[config.mk]
export PLATFORM = sky130hd
export DESIGN_NAME = spi_cmd_master
export DESIGN_NICKNAME = d
export VERILOG_FILES = /design/src/rtl/spi_cmd_master.sv
export SDC_FILE = /design/constraint.sdc
export NUM_CORES = 1
export LEC_CHECK = 0
export BUFFER_PORTS_ARGS = -buffer_cell sky130_fd_sc_hd__buf_2
export CORE_MARGIN = 2
export CORE_UTILIZATION = 52
export DETAILED_ROUTE_END_ITERATION = 6
export HOLD_SLACK_MARGIN = 0.1
export PLACE_DENSITY = 0.72
export SLEW_MARGIN = 5
export SYNTH_ARGS = -nofsm -noshare
export SYNTH_HDL_FRONTEND = slang
export SYNTH_SLANG_ARGS = --single-unit
export TNS_END_PERCENT = 10
[constraint.sdc]
create_clock -name sys_clk -period 6 [get_ports sys_clk]
set_input_delay 0.6 -clock sys_clk [delete_from_list [all_inputs] [get_ports sys_clk]]
set_output_delay 0.6 -clock sys_clk [all_outputs]
set_load 0.02 [all_outputs]
[src/rtl/spi_cmd_master.sv]
// spi_cmd_master: SPI mode-0 master that builds bridge command frames
// (write: 4 bytes, read: 3 bytes + read-back byte) from a parallel request.
// Optional feature macro SPI_CMD_MASTER_SEQ_EN: a read of last_addr+1 is sent
// as the 1-byte sequential-read command 0x20 followed by the read-back byte.
module spi_cmd_master #(
  parameter int unsigned SCLK_DIV  = 2,
  parameter int unsigned XFER_WAIT = 16
) (
  input  logic        sys_clk,
  input  logic        reset,
  input  logic        cmd_start,
  output logic        cmd_ready,
  input  logic        cmd_rw_b,
  input  logic [16:0] cmd_addr,
  input  logic [7:0]  cmd_data,
  output logic [7:0]  rd_data,
  output logic        done,
  output logic        spi_sclk,
  output logic        spi_cs_n,
  output logic        spi_mosi,
  input  logic        spi_miso,
  output logic [2:0]  state
);

  typedef enum logic [2:0] {
    ST_IDLE  = 3'd0,
    ST_SETUP = 3'd1,
    ST_SHIFT = 3'd2,
    ST_GAP   = 3'd3,
    ST_WAIT  = 3'd4,
    ST_HOLD  = 3'd5,
    ST_DONE  = 3'd6
  } state_t;

  localparam int unsigned   CMAX      = (SCLK_DIV > XFER_WAIT) ? SCLK_DIV : XFER_WAIT;
  localparam int unsigned   CW        = $clog2(CMAX + 1);
  localparam logic [CW-1:0] DIV_LAST  = CW'(SCLK_DIV - 1);
  localparam logic [CW-1:0] WAIT_LAST = CW'(XFER_WAIT - 1);
  localparam logic [CW-1:0] CNT_ONE   = CW'(1);

  state_t        state_q, state_d;
  logic [CW-1:0] cnt_q, cnt_d;
  logic [2:0]    bit_q, bit_d;
  logic [2:0]    byte_q, byte_d;
  logic          phase_q, phase_d;   // 0: sclk low phase, 1: sclk high phase
  logic          rw_q, rw_d;
  logic          seq_q, seq_d;
  logic [16:0]   addr_q, addr_d;
  logic [7:0]    data_q, data_d;
  logic [7:0]    rx_q, rx_d;
  logic [7:0]    rd_data_q, rd_data_d;
  logic          cmd_ready_q, cmd_ready_d;
  logic          done_q, done_d;
  logic          sclk_q, sclk_d;
  logic          cs_n_q, cs_n_d;
  logic          mosi_q, mosi_d;

  logic          seq_match;
  logic [2:0]    last_arg;
  logic [2:0]    rb_idx;
  logic [7:0]    cur_byte;
  logic [7:0]    next_byte;

  function automatic logic [7:0] frame_byte(input logic [2:0]  idx,
                                            input logic        seq,
                                            input logic        rw,
                                            input logic [16:0] addr,
                                            input logic [7:0]  data);
    logic [7:0] b;
    b = 8'h00;
    if (seq) begin
      if (idx == 3'd0) b = 8'h20;
    end else if (rw) begin
      case (idx)
        3'd0:    b = {3'd3, 4'd0, addr[16]};
        3'd1:    b = addr[15:8];
        3'd2:    b = addr[7:0];
        default: b = 8'h00;
      endcase
    end else begin
      case (idx)
        3'd0:    b = {3'd4, 4'd0, addr[16]};
        3'd1:    b = data;
        3'd2:    b = addr[15:8];
        3'd3:    b = addr[7:0];
        default: b = 8'h00;
      endcase
    end
    return b;
  endfunction

  // Frame layout: index of the final argument byte, the read-back byte, and byte contents.
  always_comb begin
    last_arg  = seq_q ? 3'd0 : (rw_q ? 3'd2 : 3'd3);
    rb_idx    = last_arg + 3'd1;
    cur_byte  = frame_byte(byte_q, seq_q, rw_q, addr_q, data_q);
    next_byte = frame_byte(byte_q + 3'd1, seq_q, rw_q, addr_q, data_q);
  end

  // Frame sequencer: next-state and registered-output computation.
  always_comb begin
    state_d     = state_q;
    cnt_d       = cnt_q;
    bit_d       = bit_q;
    byte_d      = byte_q;
    phase_d     = phase_q;
    rw_d        = rw_q;
    seq_d       = seq_q;
    addr_d      = addr_q;
    data_d      = data_q;
    rx_d        = rx_q;
    rd_data_d   = rd_data_q;
    cmd_ready_d = cmd_ready_q;
    done_d      = 1'b0;
    sclk_d      = sclk_q;
    cs_n_d      = cs_n_q;
    mosi_d      = mosi_q;

    case (state_q)
      ST_IDLE: begin
        cmd_ready_d = 1'b1;
        cs_n_d      = 1'b1;
        sclk_d      = 1'b0;
        if (cmd_start && cmd_ready_q) begin
          state_d     = ST_SETUP;
          cnt_d       = '0;
          bit_d       = '0;
          byte_d      = '0;
          phase_d     = 1'b0;
          rw_d        = cmd_rw_b;
          seq_d       = seq_match;
          addr_d      = cmd_addr;
          data_d      = cmd_data;
          cmd_ready_d = 1'b0;
          cs_n_d      = 1'b0;
          // Command-byte MSB is 1 only for writes (0x8x); both read forms start with 0.
          mosi_d      = ~cmd_rw_b;
        end
      end

      ST_SETUP: begin
        if (cnt_q == DIV_LAST) begin
          state_d = ST_SHIFT;
          cnt_d   = '0;
          phase_d = 1'b0;
        end else begin
          cnt_d = cnt_q + CNT_ONE;
        end
      end

      ST_SHIFT: begin
        if (cnt_q != DIV_LAST) begin
          cnt_d = cnt_q + CNT_ONE;
        end else begin
          cnt_d = '0;
          if (!phase_q) begin
            phase_d = 1'b1;
            sclk_d  = 1'b1;
            rx_d    = {rx_q[6:0], spi_miso};
          end else begin
            phase_d = 1'b0;
            sclk_d  = 1'b0;
            if (bit_q != 3'd7) begin
              bit_d  = bit_q + 3'd1;
              mosi_d = cur_byte[3'd6 - bit_q];
            end else begin
              bit_d  = '0;
              byte_d = byte_q + 3'd1;
              if (rw_q && (byte_q == rb_idx)) begin
                rd_data_d = rx_q;
                mosi_d    = 1'b0;
                state_d   = ST_HOLD;
              end else if (byte_q == last_arg) begin
                mosi_d  = 1'b0;
                state_d = rw_q ? ST_WAIT : ST_HOLD;
              end else begin
                mosi_d  = next_byte[7];
                state_d = ST_GAP;
              end
            end
          end
        end
      end

      ST_GAP: begin
        if (cnt_q == DIV_LAST) begin
          state_d = ST_SHIFT;
          cnt_d   = '0;
        end else begin
          cnt_d = cnt_q + CNT_ONE;
        end
      end

      ST_WAIT: begin
        if (cnt_q == WAIT_LAST) begin
          state_d = ST_SHIFT;
          cnt_d   = '0;
        end else begin
          cnt_d = cnt_q + CNT_ONE;
        end
      end

      ST_HOLD: begin
        if (cnt_q == DIV_LAST) begin
          state_d = ST_DONE;
          cnt_d   = '0;
          cs_n_d  = 1'b1;
          done_d  = 1'b1;
        end else begin
          cnt_d = cnt_q + CNT_ONE;
        end
      end

      ST_DONE: begin
        if (cnt_q == DIV_LAST) begin
          state_d     = ST_IDLE;
          cnt_d       = '0;
          cmd_ready_d = 1'b1;
        end else begin
          cnt_d = cnt_q + CNT_ONE;
        end
      end

      default: begin
        state_d     = ST_IDLE;
        cnt_d       = '0;
        cmd_ready_d = 1'b1;
        cs_n_d      = 1'b1;
        sclk_d      = 1'b0;
      end
    endcase
  end

  // Sequencer state and registered outputs.
  always_ff @(posedge sys_clk) begin
    if (reset) begin
      state_q     <= ST_IDLE;
      cnt_q       <= '0;
      bit_q       <= '0;
      byte_q      <= '0;
      phase_q     <= 1'b0;
      rw_q        <= 1'b0;
      seq_q       <= 1'b0;
      addr_q      <= '0;
      data_q      <= '0;
      rx_q        <= '0;
      rd_data_q   <= '0;
      cmd_ready_q <= 1'b1;
      done_q      <= 1'b0;
      sclk_q      <= 1'b0;
      cs_n_q      <= 1'b1;
      mosi_q      <= 1'b0;
    end else begin
      state_q     <= state_d;
      cnt_q       <= cnt_d;
      bit_q       <= bit_d;
      byte_q      <= byte_d;
      phase_q     <= phase_d;
      rw_q        <= rw_d;
      seq_q       <= seq_d;
      addr_q      <= addr_d;
      data_q      <= data_d;
      rx_q        <= rx_d;
      rd_data_q   <= rd_data_d;
      cmd_ready_q <= cmd_ready_d;
      done_q      <= done_d;
      sclk_q      <= sclk_d;
      cs_n_q      <= cs_n_d;
      mosi_q      <= mosi_d;
    end
  end

`ifdef SPI_CMD_MASTER_SEQ_EN
  logic [16:0] last_addr_q, last_addr_d;
  logic        last_valid_q, last_valid_d;
  logic        frame_end;

  assign frame_end = (state_q == ST_HOLD) && (cnt_q == DIV_LAST);
  assign seq_match = cmd_rw_b && last_valid_q && (cmd_addr == 17'(last_addr_q + 17'd1));

  // Remember the effective address of every completed frame.
  always_comb begin
    last_addr_d  = last_addr_q;
    last_valid_d = last_valid_q;
    if (frame_end) begin
      last_addr_d  = addr_q;
      last_valid_d = 1'b1;
    end
  end

  // Address-tracking registers.
  always_ff @(posedge sys_clk) begin
    if (reset) begin
      last_addr_q  <= '0;
      last_valid_q <= 1'b0;
    end else begin
      last_addr_q  <= last_addr_d;
      last_valid_q <= last_valid_d;
    end
  end
`else
  assign seq_match = 1'b0;
`endif

  assign cmd_ready = cmd_ready_q;
  assign rd_data   = rd_data_q;
  assign done      = done_q;
  assign spi_sclk  = sclk_q;
  assign spi_cs_n  = cs_n_q;
  assign spi_mosi  = mosi_q;
  assign state     = state_q;

endmodule

==> flow_summary.ini <==
[critical_path]
critPathArrivalTime_ns = 2.93
path_class = register to register
cp_slowest_cell = a2111oi_0
worstPathCellList = ha_1, nor2b_1, nand2_1, a32o_1, a2111oi_0, o31a_1, o21a_1
crit_path_start_kind = register
worst_ep_required_time_ns = 6.28
path_max_fanout = 12
slowest_delay_ns = 0.51
endpoint_kind = register

[timing]
clock_skew_ns = 0.0148
rsz0062_at_grt = false
max_freq_mhz = 377
hold_viol_final = 0
worst_pin_slew_ns = 1.09
relSlewSlack_pct = 27.4
setup_viol = 0
tns_ns = 0
fin_ws_ns = 3.35
finalCriticalPeriod_ns = 2.65
fin_crit_sh_pct = 44.2
drv_slew = 0

[clock_tree]
postCtsSetupRepairBufs = 0
cts_buffers = 9
cts.hold.buffers_added = 0
cts-root-buf = clkbuf_8
clk_latency_ns = 0.34
tritoncts = built
clockBufferDepth = 2
cts.sinks = 62
clkSlewWorstSetupHoldPaths_ns = 0.08
cts_max_level = 3
post_cts_resized = 0

[detailed_routing]
wl_met1_um = 3480
routed.top_layer = met4
wl_met2_um = 3090
avgViaCountPerCell = 5.62
wl_per_cell_um = 13.9
route.detailed.drc = 0
ant_nets = 0
wl_um = 7020
wl_met3_um = 356
vias = 2844
drt-initial-drc-count = 206
dr.pass1.iters = 7

[synthesis]
netlist_area_um2 = 3180
synth.avg_cell_area_um2 = 8.06
synth_cells = 395
synth_seq_cells = 62
ys_types = 56
syn_nets = 437
seq_area_frac_synth_pct = 39.0
yosys_warnings = 0
synth-edff-count = 0
ys_async_sr_fraction_pct = 0
synthFlopType = dfxtp_1

[power]
power_density_nw_per_um2 = 350
irDropWorstVdd_v = 0.000186
power_mw = 1.27
leakage_nw = 1.40

[cells_and_area]
antennaDiodeCount = 0
syn_to_final_growth_pct = 13.6
mostFrequentLayoutCells = 74 x nand2_1, 62 x dfxtp_1, 48 x a21oi_1, 45 x buf_2, 39 x nor2_1
final_common_cell = nand2_1
final_nets = 468
drive_gt1_share_pct = 16.9
post-route-util_pct = 61.1

[run]
cap_violations = 0

[global_route]
antenna_found_initial = 0
grt_usage_pct = 22.1
grt_pass1_wl_um = 11600
grt_max_degree = 63
grt-ovfl-total = 0
grt_pass1_vias = 2470

[die]
dieArea_um2 = 6760
ios = 46
start_util_pct = 53.8
core_um2 = 5920
die_w_um = 82.2
die_y_um = 82.2
placementRows = 28

[placement]
numPortBuffers = 45
dp_hpwl_um = 4840
place_congestion = 0.806
pre_cts_slack_ns = 3.48

[worst_hold_path]
hold_class = register to register

[run_status]
outcome = complete, no violations
## worst paths after layout
kind / startpoint / end / slack, ns / cells past startpoint
max reg2reg: byte_q[0] / spi_mosi / 3.35 / 7
min: data_q[4] / data_q[4] / 0.46 / 2
max: byte_q[0] / spi_mosi / 3.35 / 7
min reg2reg: data_q[4] / data_q[4] / 0.46 / 2
## metrics by stage
stage               cells  hold slack [ns]  cell area, µm²
floorplan             395            0.434            3180
global placement      490            0.448            3400
detailed placement    490            0.457            3400
CTS                   506            0.465            3620
global route          506            0.483            3620
finish                506            0.464            3620
## worst max-delay path, delay by kind of cell (launching register included)
family,cells,cell delay (ns)
AO/OA/AOI/OAI,4,1.04
adder cells (fa/ha/maj),1,0.46
flip-flops,1,0.49
AND/OR/NAND/NOR,2,0.61
## power breakdown
part | internal, mW | switching (mW)
sequential | 0.464 | 0.0721
clock | 0.235 | 0.170
combinational | 0.130 | 0.196
total | 0.829 | 0.438
## logic make-up after synthesis
family	Yosys count	synth area share [%]
compound gates	108	21.7
fa+ha+maj	12	4.72
buf+inv	36	4.87
flops	62	39.0
mux	21	6.68
simple gates	156	23.1
## synth_stat cells, drive strengths merged (3+ instances only)
cell / count / share of area [%]
nand2: 74 / 8.7
dfxtp: 62 / 39
a21oi: 48 / 7.5
nor2: 39 / 4.6
clkbuf: 22 / 2.6
mux2i: 19 / 6.0
o21ai: 17 / 2.7
ha: 12 / 4.7
inv: 9 / 1.1
a22oi: 8 / 1.9
nand2b: 8 / 1.6
nor2b: 7 / 1.4
nand3: 6 / 0.94
nor3: 6 / 1.1
buf: 5 / 1.2
a211oi: 4 / 0.94
a221oi: 3 / 0.83
a222oi: 3 / 0.94
o22ai: 3 / 0.59
## final cells by class
cell class | instances | area (µm²)
clock inverters | 7 | 96.3
well taps | 75 | 93.8
fillers | 553 | 2300
clock buffers | 9 | 124
multi-input cells | 297 | 1790
repair buffers | 47 | 240
flip-flops and latches | 62 | 1240
inverters | 9 | 33.8
## per-layer routing
metal | track usage, % | vias to the layer above
met2 | 33.1 | 68
li1 | - | 1461
met5 | 0 | -
met4 | 9.00 | 0
met1 | 31.3 | 1307
met3 | 4.02 | 8
## sequential cells by signal, summed over array words and instances (netlist names), 3 cells and up
| name | count |
|---|---|
| addr_q | 17 |
| data_q | 8 |
| rd_data | 8 |
| rx_q | 8 |
| cnt_q | 5 |
| bit_q | 3 |
| byte_q | 3 |
| state | 3 |
Note: power is estimated with default switching activity, not from simulation.
